<file path="src/rtl/ub_activation_fetcher.sv">
// Unified Buffer activation read master: strided command -> UB reads -> credit-limited FIFO -> valid/ready stream.
// Define UB_FETCH_STALL_CNT_EN to add the StallCycles backpressure counter output.
module ub_activation_fetcher #(
    parameter int DATA_WIDTH   = 8,
    parameter int NUM_BANKS    = 16,
    parameter int BANK_DEPTH   = 16,
    parameter int READ_LATENCY = 1,
    parameter int FIFO_DEPTH   = 4,
    localparam int BANK_BITS   = $clog2(NUM_BANKS),
    localparam int ROW_BITS    = $clog2(BANK_DEPTH),
    localparam int ADDR_WIDTH  = BANK_BITS + ROW_BITS
) (
    input  logic                         CLK,
    input  logic                         ASYNC_RST,
    input  logic                         SYNC_RST,
    input  logic                         EN,
    input  logic                         StartValid,
    output logic                         StartReady,
    input  logic [ADDR_WIDTH-1:0]        StartBase,
    input  logic [ADDR_WIDTH-1:0]        StartStride,
    input  logic [ADDR_WIDTH:0]          StartLength,
    output logic                         ActivationReadValid,
    output logic [ADDR_WIDTH-1:0]        ActivationReadAddress,
    input  logic signed [DATA_WIDTH-1:0] ActivationReadData,
    output logic                         OutValid,
    input  logic                         OutReady,
    output logic signed [DATA_WIDTH-1:0] OutData,
    output logic                         OutLast,
    output logic                         Busy,
`ifdef UB_FETCH_STALL_CNT_EN
    output logic [15:0]                  StallCycles,
`endif
    output logic                         Done
);

    // state | meaning
    // IDLE  | waiting for a command, StartReady high
    // FETCH | issuing reads while FIFO credit allows
    // DRAIN | all reads issued, waiting for returns and FIFO to empty
    // DONE  | one-cycle completion pulse
    typedef enum logic [1:0] {IDLE, FETCH, DRAIN, DONE} state_t;

    localparam int LEN_W = ADDR_WIDTH + 1;
    localparam int PTR_W = $clog2(FIFO_DEPTH);
    localparam int CNT_W = $clog2(FIFO_DEPTH + READ_LATENCY + 1);

    state_t                  state;
    logic [ADDR_WIDTH-1:0]   stride;
    logic [ADDR_WIDTH-1:0]   curAddr;
    logic [LEN_W-1:0]        length;
    logic [LEN_W-1:0]        issued;
    logic [LEN_W-1:0]        returned;
    logic [LEN_W-1:0]        returnedNext;
    logic [READ_LATENCY-1:0] validPipe;
    logic [DATA_WIDTH-1:0]   fifoData [FIFO_DEPTH];
    logic [FIFO_DEPTH-1:0]   fifoLast;
    logic [PTR_W-1:0]        wrPtr;
    logic [PTR_W-1:0]        rdPtr;
    logic [CNT_W-1:0]        fifoCount;
    logic [CNT_W-1:0]        countNext;
    logic [CNT_W-1:0]        inflight;
    logic                    accept;
    logic                    issue;
    logic                    push;
    logic                    pop;
    logic                    drained;

    always_comb begin
        inflight = '0;
        for (int i = 0; i < READ_LATENCY; i++)
            inflight = inflight + CNT_W'(validPipe[i]);
    end

    // Credit uses pre-pop occupancy so a same-cycle pop never over-commits the FIFO.
    assign accept  = EN && !SYNC_RST && (state == IDLE) && StartValid;
    assign issue   = EN && !SYNC_RST && (state == FETCH) && (issued < length)
                     && ((fifoCount + inflight) < CNT_W'(FIFO_DEPTH));
    assign push    = EN && validPipe[READ_LATENCY-1];
    assign pop     = EN && OutValid && OutReady;

    assign countNext    = fifoCount + CNT_W'(push) - CNT_W'(pop);
    assign returnedNext = returned + LEN_W'(push);
    assign drained      = (returnedNext == length) && (countNext == '0);

    assign StartReady            = (state == IDLE);
    assign Busy                  = (state != IDLE);
    assign Done                  = (state == DONE);
    assign OutValid              = (fifoCount != '0);
    assign OutData               = OutValid ? fifoData[rdPtr] : '0;
    assign OutLast               = OutValid && fifoLast[rdPtr];
    assign ActivationReadValid   = issue;
    assign ActivationReadAddress = curAddr;

    always_ff @(posedge CLK) begin
        if (push && !SYNC_RST) begin
            fifoData[wrPtr] <= ActivationReadData;
            fifoLast[wrPtr] <= ((returned + LEN_W'(1)) == length);
        end
    end

    always_ff @(posedge CLK or negedge ASYNC_RST) begin
        if (!ASYNC_RST) begin
            state     <= IDLE;
            stride    <= '0;
            curAddr   <= '0;
            length    <= '0;
            issued    <= '0;
            returned  <= '0;
            validPipe <= '0;
            wrPtr     <= '0;
            rdPtr     <= '0;
            fifoCount <= '0;
        end else if (SYNC_RST) begin
            state     <= IDLE;
            stride    <= '0;
            curAddr   <= '0;
            length    <= '0;
            issued    <= '0;
            returned  <= '0;
            validPipe <= '0;
            wrPtr     <= '0;
            rdPtr     <= '0;
            fifoCount <= '0;
        end else if (EN) begin
            for (int i = READ_LATENCY - 1; i > 0; i--)
                validPipe[i] <= validPipe[i-1];
            validPipe[0] <= issue;
            if (push)
                wrPtr <= wrPtr + PTR_W'(1);
            if (pop)
                rdPtr <= rdPtr + PTR_W'(1);
            fifoCount <= countNext;
            returned  <= returnedNext;
            if (issue) begin
                issued  <= issued + LEN_W'(1);
                curAddr <= curAddr + stride;
            end
            case (state)
                IDLE: begin
                    if (accept) begin
                        stride   <= StartStride;
                        curAddr  <= StartBase;
                        length   <= StartLength;
                        issued   <= '0;
                        returned <= '0;
                        state    <= (StartLength == '0) ? DONE : FETCH;
                    end
                end
                FETCH:   if (issued == length) state <= DRAIN;
                DRAIN:   if (drained) state <= DONE;
                DONE:    state <= IDLE;
                default: state <= IDLE;
            endcase
        end
    end

`ifdef UB_FETCH_STALL_CNT_EN
    always_ff @(posedge CLK or negedge ASYNC_RST) begin
        if (!ASYNC_RST)
            StallCycles <= '0;
        else if (SYNC_RST || accept)
            StallCycles <= '0;
        else if (EN && OutValid && !OutReady && (StallCycles != 16'hFFFF))
            StallCycles <= StallCycles + 16'd1;
    end
`endif

endmodule

</file>
<file path="config.mk">
export PLATFORM = sky130hd
export DESIGN_NAME = ub_activation_fetcher
export DESIGN_NICKNAME = d
export VERILOG_FILES = /design/src/rtl/ub_activation_fetcher.sv
export SDC_FILE = /design/constraint.sdc
export NUM_CORES = 1
export LEC_CHECK = 0
export ABC_AREA = 1
export ABC_CLOCK_PERIOD_IN_PS = 8650
export BUFFER_PORTS_ARGS = -buffer_cell sky130_fd_sc_hd__buf_2
export CAP_MARGIN = 10
export CORE_AREA = 3 3 93 113
export DETAILED_ROUTE_END_ITERATION = 16
export DIE_AREA = 0 0 96 116
export PLACE_DENSITY = 0.73
export SYNTH_ARGS = -nofsm -noshare
export SYNTH_HDL_FRONTEND = slang
export SYNTH_SLANG_ARGS = --single-unit
</file>
<file path="constraint.sdc">
create_clock -name CLK -period 8.65 [get_ports CLK]
set_input_delay 2.1625 -clock CLK [delete_from_list [all_inputs] [get_ports CLK]]
set_output_delay 2.1625 -clock CLK [all_outputs]
set_load 0.02 [all_outputs]
</file>
==> metrics list <==
- The run finished with clean final reports.
- Timing would allow up to 0.172 GHz.
- Library cell used as clock root buffer: sky130_fd_sc_hd__clkbuf_16
* Top cells by count, synth: sky130_fd_sc_hd__nand2_1 (106), sky130_fd_sc_hd__inv_1 (70), sky130_fd_sc_hd__nor2_1 (70)
* Launch instance of the worst register-to-register path: fifoCount[1]$_DFFE_PN0P_
- The final hold violation count came to 0.
- Combinational family with the most area after synthesis: simple AND/OR/NAND/NOR gates
- Buffers placed on the I/O ports in this run total 60.
- Setup total negative slack on the finished layout was measured at 0 ns.
* Total clock sinks: 89
* Weighted congestion at the end of routability-driven global placement: 0.888
- The min-delay analysis places its worst path in the category reg2reg.
- Proportion of register bits with asynchronous set or reset after synthesis: 59.6%
* Worst Max-Slew Pin Slew: 0.911 ns
- From left edge to right edge, the die measures 96 um.
* Worst reg2reg path depth: 20
* CTS tree: done
- Reported max-cap violation count: 0
- Setup slack on the worst reg-to-reg path comes out at 5.11 ns.
- Summed over all cells, the static leakage comes to 2.75 nW.
- Maximum number of pins on one net before global-route repair: 54
- For the worst setup path, the data required time is 6.49 ns.
- The clock passes through at most 2 buffers.
* Instance count of the mapped netlist: 601
- Most repeated cell in the gate-level netlist after synthesis: sky130_fd_sc_hd__nand2_1
- Yosys printed 0 warnings.
* Synthesized-area fraction occupied by xor and xnor cells: 5.09%
- The setup path with the least slack is of type in2out.
- After Yosys synthesis, and, or, nand and nor cells account for 22.2% of the synthesized area.
- Of the cells placed in the final design, the portion with a size suffix greater than 1 is 14.2%.
- The worst-case IR drop observed on VDD is 139 uV.
- Final antenna diode count: 0
- For this run, design rule violations remaining after detail routing come to 0.
- At the end of the flow the core is filled with cells to 61.5%.
- The final route contains 4207 vias.
- Number of nets in the layout: 727
- The detailed router finished its first iteration with 211 violations.
- Once detail routing completed, the nets flagged for antenna violations numbered 0.
- The most used flip-flop cell after synthesis is sky130_fd_sc_hd__dfrtp_1.
- STA classifies the critical path endpoint as an output port.
- After layout, the worst path uses 67.2% of the clock period.
- Clock-pin slew was measured on the worst setup and hold paths at 0.06 ns.
- In this run, synthesis inferred 36 flip-flops with an integrated enable.
* Clock period minus final worst setup slack: 5.81 ns
- Headroom to the max-slew limit: 39.0%
* Post-cts repair resize count: 0
- The initial utilization of the core area, before any placement, comes to 54.2%.
- End point of the worst hold path: stride[2]$_DFFE_PN0P_
- Final global-route overflow total: 0
* Worst setup skew after layout: 0.0107 ns
- Floorplan die height: 116 um
- Number of antenna violations at the first check in global routing: 0
- Summing every instance area after synthesis gives 5160 um2.
* Number of stages on the worst hold path: 2
* Total design power: 1.16 mW
- For this design the ratio of total power to cell area is 198 nW/um2.
* Mapped Avg Cell Area: 8.59 um2
- Die Area: 11100 um2
- Worst Min Path Start: stride[2]$_DFFE_PN0P_
- Biggest fanout along the worst timing path: 27
- Insertion delay to the later sink of the worst-skew pair: 0.34 ns
- Summing the areas of all compound-gate instances in the mapped netlist gives 10.9% of the synthesized area.
- Setup repair after global routing left no endpoint under its margin.
- In this run, synthesis produced a sequential element count of 89.
- Detailed placement finished with a half-perimeter wire length of 8410 um.
- Sequential cells were found to cover 46.6% of the synthesized design area.
- For this run, the detailed router's first-pass iteration total came to 4.
- Vias per inst: 5.37
- Post-CTS timing repair inserted 0 buffers for setup.
- Setup violations remaining at the end of the flow were counted as 0.
* Routed WL: 11400 um
- During I/O placement, the number of pins put on the boundary was 61.
* Wire length of the first global-routing pass: 19100 um
- Hold buffer count at CTS: 0
* Distinct cell type count of the synthesized netlist: 39
- The synthesized netlist devotes 8.05% of its cell area to adder and majority cells.
- CTS H-tree depth: 3
- After synthesis, the cell types taking the most area are sky130_fd_sc_hd__dfrtp_1 (26%), sky130_fd_sc_hd__edfxtp_1 (21%), sky130_fd_sc_hd__nand2_1 (7.7%), sky130_fd_sc_hd__ha_1 (7.3%), sky130_fd_sc_hd__o21ai_0 (5.1%).
* Worst hold margin: 0.521 ns
- Core ar.: 9520 um2
- GR Util All Layers: 22.2%
- Core Rows: 39
- Data on the critical path arrives at its endpoint at 3.65 ns.
- STA classifies the critical path startpoint as an input pin.
* Worst r2r dst: state[0]$_DFFE_PN0P_
- Num CTS Buffers: 9
- Avg WL per Cell: 14.6 um
* Cell type with the largest total area after synthesis: sky130_fd_sc_hd__dfrtp_1
* Number of global-route vias before repair: 4153
- Share of the synthesized area in the top cell type: 25.7%
* Portion of netlist area occupied by mux cells: 0%
* Synth Net Count: 672
- Max-slew violation count: 0
- Synth-to-layout area growth: 13.4%
[logic make-up (layout without fill, tap and decap cells)]
family	count (synthesis)	after routing
AOI/OAI and AO/OA	101	101
adders and majority gates	32	32
xor gates and xnor gates	30	30
buffers and inverters	92	152
and+or+nand+nor	257	257
DFF	89	89
[area by class of cell]
type	count	area, um2
sequential	89	2410
clock buffer	9	225
timing repair buffer	61	308
fill	831	3660
inverter	75	287
multi-input combinational	420	2380
clock inverter	7	87.6
tap	123	154
[where the power goes]
group	leakage (nW)	switching, mW	internal (mW)
Clock	0.151	0.168	0.229
Sequential	1.05	0.0296	0.468
Combinational	1.55	0.172	0.0924
[cells in the final DEF, fill, tap and decap left out, types with 3 or more instances in the layout]
cell type / instances
sky130_fd_sc_hd__nor2_2: 5
sky130_fd_sc_hd__buf_2: 60
sky130_fd_sc_hd__o22ai_1: 10
sky130_fd_sc_hd__nor2_1: 70
sky130_fd_sc_hd__ha_1: 30
sky130_fd_sc_hd__dfrtp_1: 53
sky130_fd_sc_hd__o211ai_1: 7
sky130_fd_sc_hd__nand3_1: 49
sky130_fd_sc_hd__clkbuf_16: 9
sky130_fd_sc_hd__nor3_1: 5
sky130_fd_sc_hd__xor2_1: 20
sky130_fd_sc_hd__nand2_2: 3
sky130_fd_sc_hd__inv_1: 70
sky130_fd_sc_hd__nand4_1: 11
sky130_fd_sc_hd__o21ai_0: 53
sky130_fd_sc_hd__edfxtp_1: 36
sky130_fd_sc_hd__a21oi_1: 22
sky130_fd_sc_hd__xnor2_1: 10
sky130_fd_sc_hd__nand2_1: 106
[worst max path at each step]
stage / cells past startpoint / startpoint / end / slack [ns]
6_report: 7 / SYNC_RST / ActivationReadValid / 2.84
5_1_grt: 7 / SYNC_RST / ActivationReadValid / 2.72
4_1_cts: 7 / SYNC_RST / ActivationReadValid / 2.85
3_5_place_dp: 7 / SYNC_RST / ActivationReadValid / 2.86
3_3_place_gp: 7 / SYNC_RST / ActivationReadValid / 2.89
2_1_floorplan: 7 / SYNC_RST / ActivationReadValid / 3.48
[metal layers]
layer	track usage (%)	part of all wire [%]	vias up
li1	-	-	2112
met1	28.7	44	1976
met2	37.3	51	107
met3	3.90	3.8	12
met4	7.69	1.3	0
met5	0	0	-
[critical path, stage by stage]
cell and delay, ns:
sky130_fd_sc_hd__buf_2 0.23, sky130_fd_sc_hd__inv_2 0.36, sky130_fd_sc_hd__nand4_1 0.17, sky130_fd_sc_hd__nor2_2 0.17, sky130_fd_sc_hd__nand3_4 0.15, sky130_fd_sc_hd__clkinv_4 0.20
sky130_fd_sc_hd__buf_2 0.20
[flip-flops by register name, indices dropped and copies added (netlist names)]
| register | flops |
|---|---|
| fifoData | 32 |
| issued | 9 |
| length | 9 |
| returned | 9 |
| ActivationReadAddress | 8 |
| stride | 8 |
| fifoLast | 4 |
| fifoCount | 3 |
| rdPtr | 2 |
| state | 2 |
| wrPtr | 2 |
| validPipe | 1 |
[stage by stage]
stage                     std cells  instance area [um2]  setup slack (ns)
after CTS                       784                 5850              2.85
after global placement          768                 5540              2.89
final                           784                 5850              2.84
after floorplan                 601                 5160              3.48
after global routing            784                 5850              2.72
after detailed placement        768                 5540              2.86
Power figures use the tool's default switching activity.
